==> config.mk <==
export PLATFORM = sky130hd
export DESIGN_NAME = ecc_mem_ctrl_flat
export DESIGN_NICKNAME = d
export VERILOG_FILES = /design/src/rtl/ecc_mem_ctrl_if.sv /design/src/rtl/ecc_mem_ctrl.sv /design/src/flat_wrapper.sv
export SDC_FILE = /design/constraint.sdc
export NUM_CORES = 1
export LEC_CHECK = 0
export BUFFER_PORTS_ARGS = -buffer_cell sky130_fd_sc_hd__buf_4
export CAP_MARGIN = 40
export CORE_UTILIZATION = 30
export DETAILED_ROUTE_END_ITERATION = 12
export PLACE_DENSITY = 0.54
export SYNTH_ARGS = -nofsm -noshare
export SYNTH_HDL_FRONTEND = slang
export SYNTH_SLANG_ARGS = --single-unit
==> constraint.sdc <==
create_clock -name i_clk -period 6.5 [get_ports i_clk]
set_clock_uncertainty 0.05 [all_clocks]
set_input_delay 1.3 -clock i_clk [delete_from_list [all_inputs] [get_ports i_clk]]
set_output_delay 1.3 -clock i_clk [all_outputs]
set_load 0.01 [all_outputs]
==> src/rtl/ecc_mem_ctrl_if.sv <==
// Host request bus and memory bus of the SEC-DED memory stage, bundled together.
// Latency: none, wires only.
// Backpressure: host holds i_req until o_ack; controller holds o_mem_req until i_mem_ack.
interface ecc_mem_ctrl_if #(
    parameter int AW = 16
);
    // host side
    logic          i_req;
    logic          i_we;
    logic [AW-1:0] i_addr;
    logic [31:0]   i_wdata;
    logic          o_ack;
    logic [31:0]   o_rdata;
    logic          o_err;
    // memory side
    logic          o_mem_req;
    logic          o_mem_we;
    logic [AW-1:0] o_mem_addr;
    logic [31:0]   o_mem_wdata;
    logic [7:0]    o_mem_wecc;
    logic          i_mem_ack;
    logic [31:0]   i_mem_rdata;
    logic [7:0]    i_mem_recc;

    // environment view: the requesting core plus the memory it fronts
    modport master (
        output i_req, i_we, i_addr, i_wdata,
        output i_mem_ack, i_mem_rdata, i_mem_recc,
        input  o_ack, o_rdata, o_err,
        input  o_mem_req, o_mem_we, o_mem_addr, o_mem_wdata, o_mem_wecc
    );

    // controller view
    modport slave (
        input  i_req, i_we, i_addr, i_wdata,
        input  i_mem_ack, i_mem_rdata, i_mem_recc,
        output o_ack, o_rdata, o_err,
        output o_mem_req, o_mem_we, o_mem_addr, o_mem_wdata, o_mem_wecc
    );
endinterface

==> src/rtl/ecc_mem_ctrl.sv <==
// SEC-DED stage between a single-port host request bus and a 32+8 bit memory.
// Latency: write ack 1 cycle after i_mem_ack, read ack 2 cycles after (plus a scrub write if enabled).
// Backpressure: one transaction in flight; i_req is ignored until the current one is acked.
// Optional feature: define ECC_MEM_SCRUB_EN to write corrected data back after single-bit read errors.
//
// Check code: every data bit owns a distinct weight-3 column of the 8-bit check byte
// (the 32 smallest such values, ascending), check bits own the unit columns. Any single
// flip gives an odd-weight syndrome equal to one column; any double flip gives a nonzero
// even-weight syndrome, which can never match a column and is reported as uncorrectable.
module ecc_mem_ctrl #(
    parameter int AW = 16,
    parameter int CW = 8
) (
    input  logic                i_clk,
    input  logic                i_rst,
    ecc_mem_ctrl_if.slave       bus,
    input  logic                i_cnt_clr,
    output logic [CW-1:0]       o_corr_cnt,
    output logic [CW-1:0]       o_uncorr_cnt,
    output logic [AW-1:0]       o_err_addr
);

    localparam logic [7:0] COL [32] = '{
        8'd7,  8'd11, 8'd13, 8'd14, 8'd19, 8'd21, 8'd22, 8'd25,
        8'd26, 8'd28, 8'd35, 8'd37, 8'd38, 8'd41, 8'd42, 8'd44,
        8'd49, 8'd50, 8'd52, 8'd56, 8'd67, 8'd69, 8'd70, 8'd73,
        8'd74, 8'd76, 8'd81, 8'd82, 8'd84, 8'd88, 8'd97, 8'd98
    };

    localparam logic [CW-1:0] CNT_MAX = '1;

    // check byte = XOR of the columns of all set data bits
    function automatic logic [7:0] ecc_gen(input logic [31:0] d);
        logic [7:0] e;
        e = 8'h00;
        for (int i = 0; i < 32; i++) begin
            if (d[i]) begin
                e = e ^ COL[i];
            end
        end
        return e;
    endfunction

    typedef enum logic [2:0] {
        ST_IDLE  = 3'd0,
        ST_MEM   = 3'd1,
        ST_CHECK = 3'd2,
`ifdef ECC_MEM_SCRUB_EN
        ST_SCRUB = 3'd4,
`endif
        ST_RESP  = 3'd3
    } state_t;

    state_t          state_q, state_d;

    logic            mem_we_q;
    logic [AW-1:0]   mem_addr_q;
    logic [31:0]     mem_wdata_q;
    logic [7:0]      mem_wecc_q;
    logic [31:0]     rd_dat_q;
    logic [7:0]      rd_ecc_q;
    logic [31:0]     rdata_q;
    logic            err_q;
    logic [AW-1:0]   err_addr_q;
    logic [CW-1:0]   corr_cnt_q, corr_cnt_d;
    logic [CW-1:0]   uncorr_cnt_q, uncorr_cnt_d;

    logic [7:0]      syn;
    logic [31:0]     flip_mask;
    logic            data_hit;
    logic            chk_hit;
    logic            sec_err;
    logic            ded_err;
    logic [31:0]     corr_dat;
    logic            corr_inc;
    logic            uncorr_inc;

    // syndrome decode of the registered read word
    always_comb begin
        syn       = rd_ecc_q ^ ecc_gen(rd_dat_q);
        flip_mask = 32'h0;
        data_hit  = 1'b0;
        for (int i = 0; i < 32; i++) begin
            if (syn == COL[i]) begin
                flip_mask[i] = 1'b1;
                data_hit     = 1'b1;
            end
        end
        // a lone set syndrome bit means the check byte itself took the hit
        chk_hit  = (syn != 8'h00) && ((syn & (syn - 8'd1)) == 8'h00);
        sec_err  = data_hit || chk_hit;
        ded_err  = (syn != 8'h00) && !sec_err;
        corr_dat = rd_dat_q ^ flip_mask;
    end

    // state register
    always_ff @(posedge i_clk or posedge i_rst) begin
        if (i_rst) begin
            state_q <= ST_IDLE;
        end else begin
            state_q <= state_d;
        end
    end

    // next-state logic
    always_comb begin
        state_d = state_q;
        case (state_q)
            ST_IDLE: begin
                if (bus.i_req) begin
                    state_d = ST_MEM;
                end
            end
            ST_MEM: begin
                if (bus.i_mem_ack) begin
                    state_d = mem_we_q ? ST_RESP : ST_CHECK;
                end
            end
            ST_CHECK: begin
`ifdef ECC_MEM_SCRUB_EN
                state_d = sec_err ? ST_SCRUB : ST_RESP;
`else
                state_d = ST_RESP;
`endif
            end
`ifdef ECC_MEM_SCRUB_EN
            ST_SCRUB: begin
                if (bus.i_mem_ack) begin
                    state_d = ST_RESP;
                end
            end
`endif
            ST_RESP: begin
                state_d = ST_IDLE;
            end
            default: begin
                state_d = ST_IDLE;
            end
        endcase
    end

    // request capture, read-word capture, result and scrub-write registers
    always_ff @(posedge i_clk or posedge i_rst) begin
        if (i_rst) begin
            mem_we_q    <= 1'b0;
            mem_addr_q  <= '0;
            mem_wdata_q <= 32'h0;
            mem_wecc_q  <= 8'h00;
            rd_dat_q    <= 32'h0;
            rd_ecc_q    <= 8'h00;
            rdata_q     <= 32'h0;
            err_q       <= 1'b0;
            err_addr_q  <= '0;
        end else begin
            case (state_q)
                ST_IDLE: begin
                    if (bus.i_req) begin
                        mem_we_q    <= bus.i_we;
                        mem_addr_q  <= bus.i_addr;
                        mem_wdata_q <= bus.i_wdata;
                        mem_wecc_q  <= ecc_gen(bus.i_wdata);
                    end
                end
                ST_MEM: begin
                    if (bus.i_mem_ack && !mem_we_q) begin
                        rd_dat_q <= bus.i_mem_rdata;
                        rd_ecc_q <= bus.i_mem_recc;
                    end
                end
                ST_CHECK: begin
                    // uncorrectable words are handed back raw
                    rdata_q <= ded_err ? rd_dat_q : corr_dat;
                    err_q   <= ded_err;
                    if (syn != 8'h00) begin
                        err_addr_q <= mem_addr_q;
                    end
`ifdef ECC_MEM_SCRUB_EN
                    // address is still in mem_addr_q; turn the request into a write-back
                    if (sec_err) begin
                        mem_we_q    <= 1'b1;
                        mem_wdata_q <= corr_dat;
                        mem_wecc_q  <= ecc_gen(corr_dat);
                    end
`endif
                end
                default: begin
                end
            endcase
        end
    end

    assign corr_inc   = (state_q == ST_CHECK) && sec_err;
    assign uncorr_inc = (state_q == ST_CHECK) && ded_err;

    // saturating error counters; clear has priority over a same-cycle increment
    always_comb begin
        corr_cnt_d   = corr_cnt_q;
        uncorr_cnt_d = uncorr_cnt_q;
        if (i_cnt_clr) begin
            corr_cnt_d   = '0;
            uncorr_cnt_d = '0;
        end else begin
            if (corr_inc && (corr_cnt_q != CNT_MAX)) begin
                corr_cnt_d = corr_cnt_q + CW'(1);
            end
            if (uncorr_inc && (uncorr_cnt_q != CNT_MAX)) begin
                uncorr_cnt_d = uncorr_cnt_q + CW'(1);
            end
        end
    end

    // counter registers
    always_ff @(posedge i_clk or posedge i_rst) begin
        if (i_rst) begin
            corr_cnt_q   <= '0;
            uncorr_cnt_q <= '0;
        end else begin
            corr_cnt_q   <= corr_cnt_d;
            uncorr_cnt_q <= uncorr_cnt_d;
        end
    end

    assign bus.o_ack       = (state_q == ST_RESP);
    assign bus.o_rdata     = rdata_q;
    assign bus.o_err       = err_q;
`ifdef ECC_MEM_SCRUB_EN
    assign bus.o_mem_req   = (state_q == ST_MEM) || (state_q == ST_SCRUB);
`else
    assign bus.o_mem_req   = (state_q == ST_MEM);
`endif
    assign bus.o_mem_we    = mem_we_q;
    assign bus.o_mem_addr  = mem_addr_q;
    assign bus.o_mem_wdata = mem_wdata_q;
    assign bus.o_mem_wecc  = mem_wecc_q;

    assign o_corr_cnt   = corr_cnt_q;
    assign o_uncorr_cnt = uncorr_cnt_q;
    assign o_err_addr   = err_addr_q;

endmodule
==> src/flat_wrapper.sv <==
// flat-port wrapper written by rule: the top's interface ports become plain ports
module ecc_mem_ctrl_flat 
#(
    parameter int AW = 16,
    parameter int CW = 8
)
  (i_clk, i_rst, i_cnt_clr, o_corr_cnt, o_uncorr_cnt, o_err_addr, bus_i_req, bus_i_we, bus_i_addr, bus_i_wdata, bus_i_mem_ack, bus_i_mem_rdata, bus_i_mem_recc, bus_o_ack, bus_o_rdata, bus_o_err, bus_o_mem_req, bus_o_mem_we, bus_o_mem_addr, bus_o_mem_wdata, bus_o_mem_wecc);
  ecc_mem_ctrl_if #(.AW(AW)) bus_i ();
  input  logic i_clk;
  input  logic i_rst;
  input  logic i_cnt_clr;
  output logic [CW-1:0] o_corr_cnt;
  output logic [CW-1:0] o_uncorr_cnt;
  output logic [AW-1:0] o_err_addr;
  input wire logic [$bits(bus_i.i_req)-1:0] bus_i_req;
  input wire logic [$bits(bus_i.i_we)-1:0] bus_i_we;
  input wire logic [$bits(bus_i.i_addr)-1:0] bus_i_addr;
  input wire logic [$bits(bus_i.i_wdata)-1:0] bus_i_wdata;
  input wire logic [$bits(bus_i.i_mem_ack)-1:0] bus_i_mem_ack;
  input wire logic [$bits(bus_i.i_mem_rdata)-1:0] bus_i_mem_rdata;
  input wire logic [$bits(bus_i.i_mem_recc)-1:0] bus_i_mem_recc;
  output wire logic [$bits(bus_i.o_ack)-1:0] bus_o_ack;
  output wire logic [$bits(bus_i.o_rdata)-1:0] bus_o_rdata;
  output wire logic [$bits(bus_i.o_err)-1:0] bus_o_err;
  output wire logic [$bits(bus_i.o_mem_req)-1:0] bus_o_mem_req;
  output wire logic [$bits(bus_i.o_mem_we)-1:0] bus_o_mem_we;
  output wire logic [$bits(bus_i.o_mem_addr)-1:0] bus_o_mem_addr;
  output wire logic [$bits(bus_i.o_mem_wdata)-1:0] bus_o_mem_wdata;
  output wire logic [$bits(bus_i.o_mem_wecc)-1:0] bus_o_mem_wecc;
  assign bus_i.i_req = bus_i_req;
  assign bus_i.i_we = bus_i_we;
  assign bus_i.i_addr = bus_i_addr;
  assign bus_i.i_wdata = bus_i_wdata;
  assign bus_i.i_mem_ack = bus_i_mem_ack;
  assign bus_i.i_mem_rdata = bus_i_mem_rdata;
  assign bus_i.i_mem_recc = bus_i_mem_recc;
  assign bus_o_ack = bus_i.o_ack;
  assign bus_o_rdata = bus_i.o_rdata;
  assign bus_o_err = bus_i.o_err;
  assign bus_o_mem_req = bus_i.o_mem_req;
  assign bus_o_mem_we = bus_i.o_mem_we;
  assign bus_o_mem_addr = bus_i.o_mem_addr;
  assign bus_o_mem_wdata = bus_i.o_mem_wdata;
  assign bus_o_mem_wecc = bus_i.o_mem_wecc;
  ecc_mem_ctrl #(.AW(AW), .CW(CW)) u_core (.i_clk(i_clk), .i_rst(i_rst), .bus(bus_i), .i_cnt_clr(i_cnt_clr), .o_corr_cnt(o_corr_cnt), .o_uncorr_cnt(o_uncorr_cnt), .o_err_addr(o_err_addr));
endmodule
==> results of run 1 <==
state kept, by name, indices dropped and copies added (netlist names):
| name | count |
|---|---|
| u_core.bus.o_err | 1 |
| u_core.bus.o_mem_addr | 16 |
| u_core.bus.o_mem_wdata | 32 |
| u_core.bus.o_mem_we | 1 |
| u_core.bus.o_mem_wecc | 7 |
| u_core.bus.o_rdata | 32 |
| u_core.o_corr_cnt | 8 |
| u_core.o_err_addr | 16 |
| u_core.o_uncorr_cnt | 8 |
| u_core.rd_dat_q | 32 |
| u_core.rd_ecc_q | 8 |
| u_core.state_q | 2 |
cell families after synthesis:
kind of cell,Yosys count,share of synthesized area (%)
multiplexers,118,14.83
AND/OR/NAND/NOR,178,10.57
buffers and inverters,44,2.457
other,1,0.04185
AO/OA/AOI/OAI,77,5.432
XOR/XNOR,170,20.32
adder cells (fa/ha/maj),6,0.8377
flip-flops,163,45.52
worst paths after layout:
check | from | to | cells past startpoint
max reg2reg | u_core.rd_dat_q[4] | u_core.o_uncorr_cnt[3] | 11
max | u_core.rd_dat_q[4] | u_core.o_uncorr_cnt[3] | 11
max in group asynchronous | i_rst | u_core.bus.o_rdata[24] | 3
min | u_core.bus.o_mem_wecc[1] | u_core.bus.o_mem_wecc[1] | 2
min in group asynchronous | i_rst | u_core.o_err_addr[14] | 2
min reg2reg | u_core.bus.o_mem_wecc[1] | u_core.bus.o_mem_wecc[1] | 2
synth_stat cells (all sizes together) (4+ instances only):
master / n / area, µm²
xor3: 4 / 95.09
o21ai: 17 / 88.84
clkbuf: 13 / 48.80
nand2: 36 / 137.6
xnor3: 16 / 362.9
xnor2: 104 / 933.4
and3: 4 / 25.02
and2: 9 / 63.82
inv: 8 / 30.03
nor2b: 12 / 75.07
nor3: 6 / 35.03
buf: 23 / 141.4
mux2: 118 / 1329
xor2: 46 / 429.2
a21oi: 41 / 205.2
ha: 6 / 75.07
or3: 5 / 31.28
nand3: 24 / 120.1
dfrtp: 163 / 4079
nor4: 7 / 87.58
nor2: 59 / 231.5
cells in the final DEF, fill, tap and decap left out, drive strengths merged, types with 6 or more instances in the layout:
cell	n
a21oi	41
and2	9
buf	222
clkbuf	18
dfrtp	163
ha	6
inv	19
mux2	118
nand2	36
nand3	24
nor2	59
nor2b	12
nor3	6
nor4	7
o21ai	17
xnor2	104
xnor3	16
xor2	46
layer usage:
layer / GRT usage, % / vias up / part of all wire [%]
met5: 0 / - / 0
met4: 3.696 / 0 / 0.78
met2: 25.61 / 133 / 48
met3: 3.416 / 10 / 4.6
met1: 22.12 / 3099 / 46
li1: - / 3008 / -
tightest hold or removal path: stages (launching register included):
cell     delay [ns]
dfrtp_1        0.36
nand2_1        0.05
o21ai_0        0.06
cell type report:
| cell class | instances | area [µm²] | share of cell area (%) |
|---|---|---|---|
| Clock buffer | 18 | 439.2 | 3.811 |
| Clock inverter | 14 | 157.7 | 1.368 |
| Inverter | 8 | 35.03 | 0.3040 |
| Multi-Input combinational cell | 550 | 4667 | 40.50 |
| Sequential cell | 163 | 4079 | 35.39 |
| Tap cell | 384 | 480.5 | 4.169 |
| Timing Repair Buffer | 222 | 1667 | 14.46 |
metrics by stage:
step,setup slack (ns),hold slack [ns],cells,util (%)
2_1_floorplan,0.7450,0.4409,757,-
3_3_place_gp,2.299,0.4159,1327,37.67
3_5_place_dp,2.242,0.4303,1327,37.67
4_1_cts,2.213,0.4463,1359,39.72
5_1_grt,1.993,0.4617,1359,39.72
6_report,2.207,0.4542,1359,39.72
==> impl_metrics.py, run 1 <==
metrics = {
    "status": {
        "status": "complete, no violations",
    },
    "floorplan": {
        "rows": 62,
        "design.portCount": 218,
        "die_w_um": 174.8,
        "start_util_pct": 30.89,
        "fp.dieH_um": 174.8,
        "core_mm2": 0.02901,
        "die_area_mm2": 0.03057,
    },
    "layout": {
        "fin_nets": 1062,
        "drive_gt1_share_pct": 40.72,
        "syn_to_final_growth_pct": 28.61,
        "stdcell_area_mm2": 0.01152,
        "antenna_cells": 0,
        "fillers": 2884,
    },
    "detailed_routing": {
        "first_pass_iters": 5,
        "wl_mm": 24.13,
        "vias": 6250,
        "drt-initial-drc-count": 377,
        "viasPerCell": 4.599,
        "wl_per_cell_um": 17.76,
        "drc_errors": 0,
        "ant_nets": 0,
    },
    "global_routing": {
        "grt_pass1_vias": 6304,
        "grt_max_degree": 60,
        "grt_pass1_wl_mm": 37.40,
        "grt_usage_pct": 16.02,
        "grt-ovfl-total": 0,
        "antenna_found_initial": 0,
    },
    "yosys": {
        "syn_area_mm2": 0.008961,
        "synthCells": 757,
        "avgSynthCellArea_um2": 11.84,
        "async_flop_share_pct": 100.0,
        "synth-edff-count": 0,
        "synth_flop_cell": "dfrtp_1",
        "yosysSeqAreaShare_pct": 45.52,
        "ys_ff_latch": 163,
        "ys_warn_count": 0,
        "yosysUniqueCellTypes": 63,
        "syn_nets": 857,
    },
    "flow_run": {
        "drv_cap": 0,
    },
    "setup_path": {
        "critPathBufInv": 0,
        "worstPathCellList": "xnor3_1 > xnor2_2 > xnor3_1 > and2_1 > nor3b_1 > nand2_1 > o21ai_1 > a2111oi_4 > nand4_2 > nor4_2 > mux2_1",
        "cp_max_fo": 12,
        "startpoint_type": "flip-flop",
        "critPathMostFrequentCell": "xnor3_1",
        "crit_required_ns": 6.75,
        "rrSetupSlack_ns": 2.21,
        "worstPathArrival_ns": 4.54,
        "max_stage_delay_ns": 0.64,
        "crit_type": "reg2reg",
        "critPathTopFamily": "simple AND/OR/NAND/NOR gates",
        "endpoint_kind": "flip-flop",
        "cp_slowest_cell": "xnor3_1",
    },
    "cts": {
        "cts_sinks": 163,
        "cts_tree": "done",
        "htree_levels": 4,
        "cts_setup_buffers": 0,
        "post_cts_resized": 0,
        "clk_pin_slew_ns": 0.07,
        "cts_max_path_buffers": 2,
        "clock_latency_ns": 0.42,
        "cts_root_buf": "clkbuf_16",
        "ctsHoldBuffers": 0,
        "cts_buffers": 17,
    },
    "hold_path": {
        "worstHoldPathType": "reg2reg",
    },
    "timing": {
        "fin_crit_ns": 4.293,
        "finalSetupViolations": 0,
        "slew_viol_final": 0,
        "grt_setup_unrepaired": "no",
        "tns_ns": 0,
        "slew_headroom_pct": 48.20,
        "fin_crit_sh_pct": 66.05,
        "worst_slew_pin_slew_ns": 0.7770,
        "max_freq_ghz": 0.2329,
        "hold_violations": 0,
    },
    "place": {
        "post-dp-hpwl_mm": 18.33,
        "dpl_cell_area_mm2": 0.01093,
        "place.port_buffers": 216,
        "gp_congestion": 0.8549,
    },
}
Power of run 1 is left out: the tool's default activity adds up to more than one toggle a clock period on the data nets, which glitch-free logic cannot reach.
==> inputs of run 2 (changes only) <==
- clock period: 6.5 -> 4.3 ns (I/O delays scaled with it)
==> run 2 against run 1 <==
Sequential share of layout area decreased by 0.24 points. Sequential cell count is the same. Hold slack got worse by 0.023 ns. Critical path depth stayed put. Non-clock buffer count is 13 higher. Via count increased by 0.78%. Worst setup slack worse by 1.9 ns. Cell count rose by 0.88%. Final area is 0.70% higher. Count of clock-buffer cells in the layout fell by 1. Utilization is 0.28 points higher. Highest routed layer unchanged.
==> impl_metrics.py, run 2 (same netlist as run 1, synthesis figures left out) <==
metrics = {
    "status": {
        "status": "complete, no violations",
    },
    "global_routing": {
        "grt_max_degree": 164,
        "grt_pass1_vias": 6404,
        "grt_usage_pct": 16.28,
        "grt-ovfl-total": 0,
        "antenna_found_initial": 0,
        "grt_pass1_wl_mm": 37.92,
    },
    "place": {
        "dp_cells": 1340,
        "place.port_buffers": 216,
        "dpl_cell_area_mm2": 0.01105,
        "place_ws_ns": 0.3448,
        "post-dp-hpwl_mm": 18.55,
        "gp_congestion": 0.8972,
    },
    "layout": {
        "drive_gt1_share_pct": 41.44,
        "stdcell_area_mm2": 0.01160,
        "antenna_cells": 0,
        "syn_to_final_growth_pct": 29.50,
        "mostFrequentLayoutCells": "233 x buf_4, 163 x dfrtp_1, 110 x mux2_2",
        "layout.cells.non_filler": 1371,
        "final_common_cell": "buf_4",
        "fin_nets": 1075,
    },
    "detailed_routing": {
        "wl_per_cell_um": 17.82,
        "wl_mm": 24.44,
        "drc_errors": 0,
        "ant_nets": 0,
        "first_pass_iters": 4,
        "drt-initial-drc-count": 380,
        "viasPerCell": 4.594,
        "vias": 6299,
    },
    "timing": {
        "fin_ws_ns": 0.3516,
        "grt_setup_unrepaired": "no",
        "fin_crit_sh_pct": 91.82,
        "slew_headroom_pct": 23.77,
        "max_freq_ghz": 0.2533,
        "worst_slew_pin_slew_ns": 1.143,
        "hold_violations": 0,
        "slew_viol_final": 0,
        "tns_ns": 0,
        "finalSetupViolations": 0,
        "fin_crit_ns": 3.948,
    },
    "setup_path": {
        "startpoint_type": "flip-flop",
        "cp_max_fo": 11,
        "startpoint": "u_core.rd_dat_q[9]",
        "r2r-end": "u_core.o_corr_cnt[3]",
        "rrSetupSlack_ns": 0.35,
        "worstPathArrival_ns": 4.20,
        "r2r_cells": 11,
        "crit_required_ns": 4.56,
        "crit_type": "reg2reg",
        "endpoint_kind": "flip-flop",
        "timing.critical_path.to": "u_core.o_corr_cnt[3]",
        "regToRegStartpoint": "u_core.rd_dat_q[9]",
    },
    "floorplan": {
        "start_util_pct": 30.89,
        "design.portCount": 218,
        "fp.dieH_um": 174.8,
        "die_area_mm2": 0.03057,
        "rows": 62,
        "die_w_um": 174.8,
        "core_mm2": 0.02901,
    },
    "flow_run": {
        "drv_cap": 0,
    },
    "cts": {
        "clock_latency_ns": 0.42,
        "htree_levels": 4,
        "cts_tree": "done",
        "cts_sinks": 163,
        "post_cts_resized": 0,
        "clk_pin_slew_ns": 0.07,
        "ctsHoldBuffers": 0,
        "cts_root_buf": "clkbuf_16",
        "cts_buffers": 17,
        "cts_max_path_buffers": 2,
        "cts_setup_buffers": 0,
    },
    "hold_path": {
        "worstHoldPathType": "reg2reg",
        "hold_start": "u_core.bus.o_mem_wecc[1]",
    },
}
-- run 2: cell types whose count changed in the layout (fill, tap and decap cells not counted), sizes merged --
cell	delta
inv	-6
clkbuf	-1
clkinvlp	+6
buf	+13
-- run 2: critical path, cell delays in order, from the launching register on --
cell and delay, ns:
dfrtp_1 0.46, xnor3_1 0.52, xnor3_1 0.43, xor3_1 0.26
and2_1 0.29, nand2_1 0.19, nor2_1 0.15, a32oi_1 0.07
a22o_1 0.31, and4_1 0.33, nor4b_1 0.39, mux2_2 0.37
-- run 2: area by class of cell --
| class | instances | area [µm²] |
|---|---|---|
| fill | 2888 | 17410 |
| multi-input combinational | 550 | 4667 |
| sequential | 163 | 4079 |
| timing repair buffer | 235 | 1789 |
| tap | 384 | 480.5 |
| clock buffer | 17 | 425.4 |
| clock inverter | 14 | 130.1 |
| inverter | 8 | 33.78 |
-- run 2: metal layers --
layer / global-route usage [%] / share of wire [%] / up-vias
met5: 0 / 0 / -
met4: 4.130 / 0.92 / 0
li1: - / - / 3047
met1: 22.89 / 47 / 3103
met2: 25.43 / 47 / 137
met3: 3.351 / 4.4 / 12
-- run 2: stage by stage --
| step | hold WS [ns] | utilization (%) |
|---|---|---|
| 3_5_place_dp | 0.4228 | 38.08 |
| 2_1_floorplan | 0.4409 | - |
| 4_1_cts | 0.4369 | 40.00 |
| 6_report | 0.4314 | 40.00 |
| 3_3_place_gp | 0.4146 | 38.02 |
| 5_1_grt | 0.4524 | 40.00 |
-- run 2: worst min path at each step --
stage,to,depth (start not counted)
global placement,u_core.bus.o_mem_wecc[4],2
global route,u_core.bus.o_mem_wecc[1],2
CTS,u_core.bus.o_mem_wecc[1],2
floorplan,u_core.rd_ecc_q[1],1
finish,u_core.bus.o_mem_wecc[1],2
detailed placement,u_core.bus.o_mem_wecc[1],2
Power of run 2 is left out for the same reason.
==> inputs of run 3 (changes only) <==
- RECOVER_POWER: not set -> 25
==> run 3 against run 2 <==
The run now ends with max-capacitance violations, max-slew violations left. Register-to-register slack is essentially flat. Fmax shrank 0.19%. First-iteration DRC count grew 0.26%. Via count is the same. Hold slack is essentially flat. Non-clock buffer count is the same. Critical path depth grew 1. Sequential cell count is the same. Final area shrank 0.15%. Worst setup slack lost 0.0075 ns. Die area is the same. Global-route usage is the same.
==> impl_metrics.py, run 3 (same netlist as run 1, synthesis figures left out) <==
metrics = {
    "timing": {
        "whs_ns": 0.4314,
        "grt_setup_unrepaired": "no",
        "fin_crit_ns": 3.956,
        "tns_ns": 0,
        "max_freq_ghz": 0.2528,
        "slew_viol_final": 164,
        "finalSetupViolations": 0,
        "worst_slew_pin_slew_ns": 2.419,
        "slew_headroom_pct": -61.24,
        "fin_crit_sh_pct": 92.00,
        "hold_violations": 0,
    },
    "global_routing": {
        "grt-ovfl-total": 0,
        "grt_pass1_wl_mm": 37.92,
        "use_met2_pct": 25.43,
        "antenna_found_initial": 0,
        "busiest_layer": "met2",
        "grt_usage_pct": 16.28,
        "grt_max_degree": 164,
        "grt_pass1_vias": 6404,
        "grtUsageMet1_pct": 22.89,
        "met3_usage_pct": 3.351,
    },
    "layout": {
        "final_common_cell": "buf_4",
        "mostFrequentLayoutCells": "232 x buf_4, 163 x dfrtp_1, 110 x mux2_2",
        "antenna_cells": 0,
        "final_util_pct": 39.94,
        "syn_to_final_growth_pct": 29.31,
        "drive_gt1_share_pct": 41.34,
        "layout.cells.non_filler": 1371,
        "fin_nets": 1075,
    },
    "setup_path": {
        "endpoint_kind": "flip-flop",
        "cp_max_fo": 12,
        "crit_required_ns": 4.56,
        "worstPathArrival_ns": 4.21,
        "crit_type": "reg2reg",
        "startpoint_type": "flip-flop",
    },
    "cts": {
        "ctsHoldBuffers": 0,
        "cts_max_path_buffers": 2,
        "clk_pin_slew_ns": 0.07,
        "cts_sinks": 163,
        "htree_levels": 4,
        "clock_latency_ns": 0.42,
        "cts_setup_buffers": 0,
        "cts_tree": "done",
        "cts_root_buf": "clkbuf_16",
        "cts_buffers": 17,
        "post_cts_resized": 0,
    },
    "detailed_routing": {
        "first_pass_iters": 4,
        "vias": 6299,
        "drt-initial-drc-count": 381,
        "drc_errors": 0,
        "wl_mm": 24.43,
        "wl_per_cell_um": 17.82,
        "viasPerCell": 4.594,
        "ant_nets": 0,
    },
    "floorplan": {
        "core_mm2": 0.02901,
        "die_area_mm2": 0.03057,
        "fp.dieH_um": 174.8,
        "design.portCount": 218,
        "start_util_pct": 30.89,
        "die_w_um": 174.8,
        "rows": 62,
    },
    "place": {
        "post-dp-hpwl_mm": 18.55,
        "place.port_buffers": 216,
        "dp_cells": 1340,
        "gp_congestion": 0.8972,
    },
    "flow_run": {
        "drv_cap": 1,
    },
    "status": {
        "violations": "max-capacitance violations, max-slew violations",
        "status": "complete, but fails checks",
    },
    "hold_path": {
        "worstHoldPathType": "reg2reg",
    },
}
==> run 3: routing by layer <==
metal / part of all wire [%] / up-vias
li1: - / 3041
met1: 47 / 3101
met2: 47 / 142
met3: 4.7 / 15
met4: 1.1 / 0
met5: 0 / -
==> run 3: worst paths after layout <==
kind,start,to,slack [ns],cells past startpoint
setup / recovery,u_core.rd_dat_q[9],u_core.o_corr_cnt[3],0.34,12
hold / removal,u_core.bus.o_mem_wecc[1],u_core.bus.o_mem_wecc[1],0.43,2
setup reg to reg,u_core.rd_dat_q[9],u_core.o_corr_cnt[3],0.34,12
hold reg to reg,u_core.bus.o_mem_wecc[1],u_core.bus.o_mem_wecc[1],0.43,2
max in group asynchronous,i_rst,u_core.bus.o_mem_wecc[2],1.39,3
min in group asynchronous,i_rst,u_core.bus.o_mem_wdata[13],1.08,3
==> run 3: area by class of cell <==
| cell class | instances | area [µm²] |
|---|---|---|
| Tap cell | 384 | 480.5 |
| Fill cell | 2892 | 17430 |
| Sequential cell | 163 | 4079 |
| Multi-Input combinational cell | 550 | 4664 |
| Clock buffer | 17 | 425.4 |
| Clock inverter | 14 | 130.1 |
| Timing Repair Buffer | 235 | 1777 |
| Inverter | 8 | 31.28 |
==> run 3: per-stage QoR <==
step	cell area, µm²	setup WS (ns)
final	11590	0.3441
after detailed placement	11050	0.3448
after CTS	11600	0.3078
after global placement	11030	0.2984
after floorplan	8965	0.7578
after global routing	11590	0.08812
==> run 3: worst max-delay path: stages, from the launching register on <==
cell       delay, ns
dfrtp_1         0.46
xnor3_1         0.53
xnor3_1         0.42
xor3_1          0.24
buf_4           0.21
xor2_1          0.21
nand2_1         0.08
o21ai_1         0.08
nor4b_1         0.36
a2111oi_2       0.12
and4_1          0.30
nor4b_1         0.39
mux2_2          0.37
Power of run 3 is left out for the same reason.
